===== src/rtl/cpu_mem_pkg.sv =====
// Shared definitions for the memory-port arbiter: state encoding, owner ids,
// default widths and the legal latency range.
package cpu_mem_pkg;

  localparam int ADDR_W_DEF  = 32;
  localparam int DATA_W_DEF  = 32;
  localparam int MEM_LAT_DEF = 2;
  localparam int CNT_W       = 4;
  localparam int LAT_MIN     = 1;
  localparam int LAT_MAX     = 15;

  typedef enum logic [1:0] {
    IDLE  = 2'd0,
    ISSUE = 2'd1,
    WAIT  = 2'd2,
    RESP  = 2'd3
  } state_t;

  localparam logic OWN_IF = 1'b0;
  localparam logic OWN_D  = 1'b1;

  function automatic logic lat_ok(input int lat);
    return (lat >= LAT_MIN) && (lat <= LAT_MAX);
  endfunction

endpackage


===== src/rtl/rr_pick2.sv =====
// Two-way round-robin selector: under contention the requester that did not
// own the port last time wins.
module rr_pick2
  import cpu_mem_pkg::*;
(
  input  logic req_if,
  input  logic req_d,
  input  logic last_owner,
  output logic win_valid,
  output logic win_owner
);

  always_comb begin
    win_valid = req_if | req_d;
    win_owner = OWN_IF;
    if (req_if && req_d) begin
      win_owner = ~last_owner;
    end else if (req_d) begin
      win_owner = OWN_D;
    end
  end

endmodule


===== src/rtl/mem_port_arbiter.sv =====
// Shares one fixed-latency memory port between instruction fetch and data
// access, sequencing each access through issue, wait and response phases.
//
// state | meaning
// IDLE  | port free; requests arbitrated, winner's addr/we/wdata latched
// ISSUE | one-cycle mem_en strobe, grant pulse to owner, latency counter loaded
// WAIT  | MEM_LAT cycles; read data captured when the counter reaches 1
// RESP  | one-cycle valid pulse to owner, then back to IDLE
module mem_port_arbiter
  import cpu_mem_pkg::*;
#(
  parameter int ADDR_W  = ADDR_W_DEF,
  parameter int DATA_W  = DATA_W_DEF,
  parameter int MEM_LAT = MEM_LAT_DEF
) (
  input  logic              clk,
  input  logic              rst_n,
  input  logic              if_req,
  input  logic [ADDR_W-1:0] if_addr,
  output logic              if_gnt,
  output logic [DATA_W-1:0] if_rdata,
  output logic              if_valid,
  input  logic              d_req,
  input  logic              d_we,
  input  logic [ADDR_W-1:0] d_addr,
  input  logic [DATA_W-1:0] d_wdata,
  output logic              d_gnt,
  output logic [DATA_W-1:0] d_rdata,
  output logic              d_valid,
  output logic              mem_en,
  output logic              mem_we,
  output logic [ADDR_W-1:0] mem_addr,
  output logic [DATA_W-1:0] mem_wdata,
  input  logic [DATA_W-1:0] mem_rdata,
  output logic              busy
);

  localparam logic [CNT_W-1:0] LAT_LOAD = CNT_W'(MEM_LAT);
  localparam logic [CNT_W-1:0] CNT_ONE  = CNT_W'(1);

  state_t            r_state;
  state_t            w_state_nxt;
  logic              r_owner;
  logic              r_last_owner;
  logic              r_we;
  logic [ADDR_W-1:0] r_addr;
  logic [DATA_W-1:0] r_wdata;
  logic [DATA_W-1:0] r_if_rdata;
  logic [DATA_W-1:0] r_d_rdata;
  logic [CNT_W-1:0]  r_cnt;
  logic              w_win_valid;
  logic              w_win_owner;
  logic              w_cnt_last;

  rr_pick2 u_pick (
    .req_if    (if_req),
    .req_d     (d_req),
    .last_owner(r_last_owner),
    .win_valid (w_win_valid),
    .win_owner (w_win_owner)
  );

  assign w_cnt_last = (r_cnt == CNT_ONE);

  always_ff @(posedge clk or negedge rst_n) begin
    if (!rst_n) begin
      r_state      <= IDLE;
      r_owner      <= OWN_IF;
      r_last_owner <= OWN_IF;
      r_we         <= 1'b0;
      r_addr       <= '0;
      r_wdata      <= '0;
      r_cnt        <= '0;
      r_if_rdata   <= '0;
      r_d_rdata    <= '0;
    end else begin
      r_state <= w_state_nxt;
      case (r_state)
        IDLE: begin
          if (w_win_valid) begin
            r_owner <= w_win_owner;
            if (w_win_owner == OWN_D) begin
              r_addr  <= d_addr;
              r_we    <= d_we;
              r_wdata <= d_wdata;
            end else begin
              r_addr  <= if_addr;
              r_we    <= 1'b0;
              r_wdata <= '0;
            end
          end
        end
        ISSUE: begin
          r_last_owner <= r_owner;
          r_cnt        <= LAT_LOAD;
        end
        WAIT: begin
          r_cnt <= r_cnt - CNT_ONE;
          // Stores never touch the response registers.
          if (w_cnt_last && !r_we) begin
            if (r_owner == OWN_D) begin
              r_d_rdata <= mem_rdata;
            end else begin
              r_if_rdata <= mem_rdata;
            end
          end
        end
        default: ;
      endcase
    end
  end

  always_comb begin
    w_state_nxt = r_state;
    mem_en      = 1'b0;
    if_gnt      = 1'b0;
    d_gnt       = 1'b0;
    if_valid    = 1'b0;
    d_valid     = 1'b0;
    case (r_state)
      IDLE: begin
        if (w_win_valid) begin
          w_state_nxt = ISSUE;
        end
      end
      ISSUE: begin
        mem_en      = 1'b1;
        if_gnt      = (r_owner == OWN_IF);
        d_gnt       = (r_owner == OWN_D);
        w_state_nxt = WAIT;
      end
      WAIT: begin
        if (w_cnt_last) begin
          w_state_nxt = RESP;
        end
      end
      RESP: begin
        if_valid    = (r_owner == OWN_IF);
        d_valid     = (r_owner == OWN_D);
        w_state_nxt = IDLE;
      end
      default: w_state_nxt = IDLE;
    endcase
  end

  assign mem_we    = mem_en & r_we;
  assign mem_addr  = r_addr;
  assign mem_wdata = r_wdata;
  assign if_rdata  = r_if_rdata;
  assign d_rdata   = r_d_rdata;
  assign busy      = (r_state != IDLE);

  // The 4-bit counter cannot represent latencies outside 1..15.
  always @(posedge clk) begin
    if (rst_n) begin
      assert (lat_ok(MEM_LAT))
        else $error("mem_port_arbiter: MEM_LAT=%0d outside %0d..%0d", MEM_LAT, LAT_MIN, LAT_MAX);
    end
  end

endmodule


===== config.mk =====
export PLATFORM = sky130hd
export DESIGN_NAME = mem_port_arbiter
export DESIGN_NICKNAME = d
export VERILOG_FILES = /design/src/rtl/cpu_mem_pkg.sv /design/src/rtl/rr_pick2.sv /design/src/rtl/mem_port_arbiter.sv
export SDC_FILE = /design/constraint.sdc
export NUM_CORES = 1
export LEC_CHECK = 0
export CORE_ASPECT_RATIO = 0.8
export CORE_MARGIN = 2
export CORE_UTILIZATION = 37
export CTS_BUF_LIST = sky130_fd_sc_hd__clkbuf_4 sky130_fd_sc_hd__clkbuf_8 sky130_fd_sc_hd__clkbuf_16
export CTS_CLUSTER_DIAMETER = 60
export DETAILED_ROUTE_END_ITERATION = 12
export PLACE_DENSITY = 0.76
export SYNTH_ARGS = -nofsm -noshare
export SYNTH_HDL_FRONTEND = slang
export SYNTH_SLANG_ARGS = --single-unit

===== constraint.sdc =====
create_clock -name clk -period 1.9 [get_ports clk]
set_clock_uncertainty 0.2 [all_clocks]
set_input_delay 0.57 -clock clk [delete_from_list [all_inputs] [get_ports clk]]
set_output_delay 0.57 -clock clk [all_outputs]
set_load 0.05 [all_outputs]

==> metrics <==
die width=143 µm; Req. time, crit path=1.13 ns; peak supply drop=1.15 mV; setup TNS=-9.21 ns; register area=3430 µm²; Netlist cell types=32; Final min period=approximately 2.2 ns; clk root buf=clkbuf_16; layout cells sized above 1=41.6%; routed vias=4,430; Mapped Area=5760 µm²; area leader, netlist=dfrtp_1; Max-Cap Viols=0; Slew headroom=73.3%; sequential fraction of the synthesis area=59.5%; Tot Pwr=24.0 mW; CP max stage delay=0.39 ns; Clock Sinks=roughly 140; Pre-antenna DRT Iters=4; CTS Buf Count=17; port buffer count=267; DRT Wirelength=roughly 17 mm; fin nets=844; Synth Register Bits=~140; vias in the first global route=between 4,000 and 5,000; PD cells=2150 nW/µm²; fin. max-slew vios=0; Core Rows=40; average wire per standard cell=roughly 19 µm; GR Util All Layers=between 20% and 30%; Clock transition at path regs=approximately 0.060 ns; ANT cells=0; share of the synthesized area in the top cell type=roughly three fifths; Setup-failing EPs final=85; multi-input logic area=2230 µm²; WP data arrival=1.42 ns; initial antenna violation count=0; Worst Max-Slew Pin Slew=0.401 ns; Max Fclk=458 MHz; Filler Cell Count=between 900 and 1,000; CTS tree=yes; Core Area=15,100 µm²; failing checks=negative setup slack; CP max stage cell=dfrtp_1; outcome=finished with violations; CP startpoint kind=register; initial DRC count=between 100 and 150; I/O pin cnt=268; GP Congestion=0.779; Area Growth Syn to Fin=94.1%; DIE AREA=~17,000 µm²; vias per inst=4.77; Synth Area per Inst=14.5 µm²; Area contributors post-synth=dfrtp_1 60%, mux2_4 16%, mux2i_1 5.6%, a22o_1 5.0%, o21ai_0 3.0%; Critical Path End Type=primary output; min-delay worst type=reg2reg; CP Max Fanout=5; htree depth=4; clk_lat worst skew=0.41 ns; hpwl dp=12.8 mm; clk buf depth=2; Yosys warnings=0; crit-path cells=buf_6 -> ha_4 -> and2_4 -> buf_12; Net Count, Synth=between 500 and 600; drc violations=0; Worst Path Class, Setup=reg2out; RSZ-0062 raised after global routing=true; GR Overflow Total=0; worst setup margin=-0.285 ns; Syn Inst Count=slightly below 400; largest net degree at the start of global routing=50; Initial Utilization=38.1%; global-route wire length before repair=between 20 and 30 mm; Fin. Hold Viols=0; Final period util=115%; DRT antenna net count=0; Pleak=5.24 nW; die height=116 µm
==> placed cells by master (no fill, tap or decap), drive strengths merged, types with 7 or more instances in the layout <==
cell / count
clkinv: 7
buf: 179
clkdlybuf4s50: 131
clkbuf: 20
dfrtp: 137
inv: 10
nand2: 32
mux2i: 32
a22o: 33
mux2: 66
o21ai: 36
==> where the power goes <==
| part | internal (mW) | leakage, nW | switching [mW] | total (mW) |
|---|---|---|---|---|
| sequential | 4.37 | 1.67 | 1.65 | 6.02 |
| clock | 1.93 | 0.280 | 1.30 | 3.23 |
| combinational | 7.54 | 3.29 | 7.24 | 14.8 |
==> cell usage after synthesis <==
cell / count
and2b_2: 1
ha_1: 6
inv_1: 7
a21o_1: 1
nor2b_1: 2
o21ai_1: 1
o21ai_0: 35
a21bo_2: 1
a22o_1: 33
nor2_4: 1
nor3b_1: 1
and2_1: 3
o2bb2ai_1: 1
buf_6: 6
buf_2: 7
clkbuf_1: 8
and2b_1: 1
nor2_1: 2
a32o_1: 1
nand3b_1: 1
nand4_4: 2
nand3_1: 1
a31oi_1: 1
dfrtp_1: 137
mux2_4: 60
o22a_1: 1
mux2_2: 6
nor3_1: 1
nand2_1: 32
mux2i_1: 32
o32a_1: 1
buf_4: 3
==> worst paths after layout <==
kind / startpoint / to / slack, ns / cells past startpoint
min in group asynchronous: rst_n / if_rdata[4]$_DFFE_PN0P_ / 0.45 / 2
worst min-delay path: mem_addr[28]$_DFFE_PN0P_ / mem_addr[28]$_DFFE_PN0P_ / 0.34 / 2
worst max register to register: r_state[0]$_DFFE_PN0P_ / if_rdata[2]$_DFFE_PN0P_ / -0.14 / 7
worst max-delay path: r_state[0]$_DFFE_PN0P_ / mem_we / -0.29 / 4
max in group asynchronous: rst_n / mem_addr[14]$_DFFE_PN0P_ / 0.52 / 3
worst min register to register: mem_addr[28]$_DFFE_PN0P_ / mem_addr[28]$_DFFE_PN0P_ / 0.34 / 2
==> layer usage <==
layer | global-route usage, % | wire length, µm | vias to the layer above
met5 | 0 | 0 | -
met2 | 37.0 | 9000 | 200
met3 | 8.47 | 1480 | 19
met4 | 5.36 | 209 | 0
met1 | 25.2 | 6760 | 2182
li1 | - | - | 2029
==> repair_timing <==
item                                    4_1_cts  5_1_grt
pin swaps                                     3        2
resized for setup                            17       12
gates cloned                                  2        3
hold buffers                                  1        0
endpoints found under the hold margin        34        0
endpoints found under the setup margin       67      106
setup buffers                                 8        2
==> state kept, by name, indices dropped and copies added (netlist names) <==
signal	count
d_rdata	32
r_last_owner	1
mem_addr	32
r_state	2
r_we	1
r_owner	1
r_cnt	4
mem_wdata	32
if_rdata	32
==> stage by stage <==
stage          worst slack, ns  instance area [µm²]  util, %  hold slack [ns]  instances
2_1_floorplan          -0.0873                 5770        -           0.0744        396
6_report                -0.285                11200     73.9            0.341        928
3_5_place_dp            -0.261                10300     68.0            0.304        880
4_1_cts                 -0.304                11100     73.2            0.335        923
5_1_grt                 -0.352                11200     73.9            0.364        928
3_3_place_gp            -0.218                10300     68.0            0.299        880
==> critical path, delay by kind of cell, from the launching register on <==
family | cells | cell delay [ns]
AND/OR/NAND/NOR | 1 | 0.16
buffers and inverters | 2 | 0.28
adder cells (fa/ha/maj) | 1 | 0.17
flip-flops | 1 | 0.39
==> cells by family after synthesis <==
family	count (synthesis)	share of synthesized area, %
flops	137	59.5
mux	98	22.4
compound gates	76	9.21
simple gates	48	4.41
buf+inv	31	3.15
fa+ha+maj	6	1.30
==> area by class of cell <==
class                      instances  area share, %
clock buffer                      17           3.81
clock inverter                    15           1.35
inverter                           7          0.258
multi-input combinational        228           19.9
sequential                       137           30.7
tap                              210           2.35
timing repair buffer             314           41.6
No activity file was read; power rests on OpenSTA's default activity.
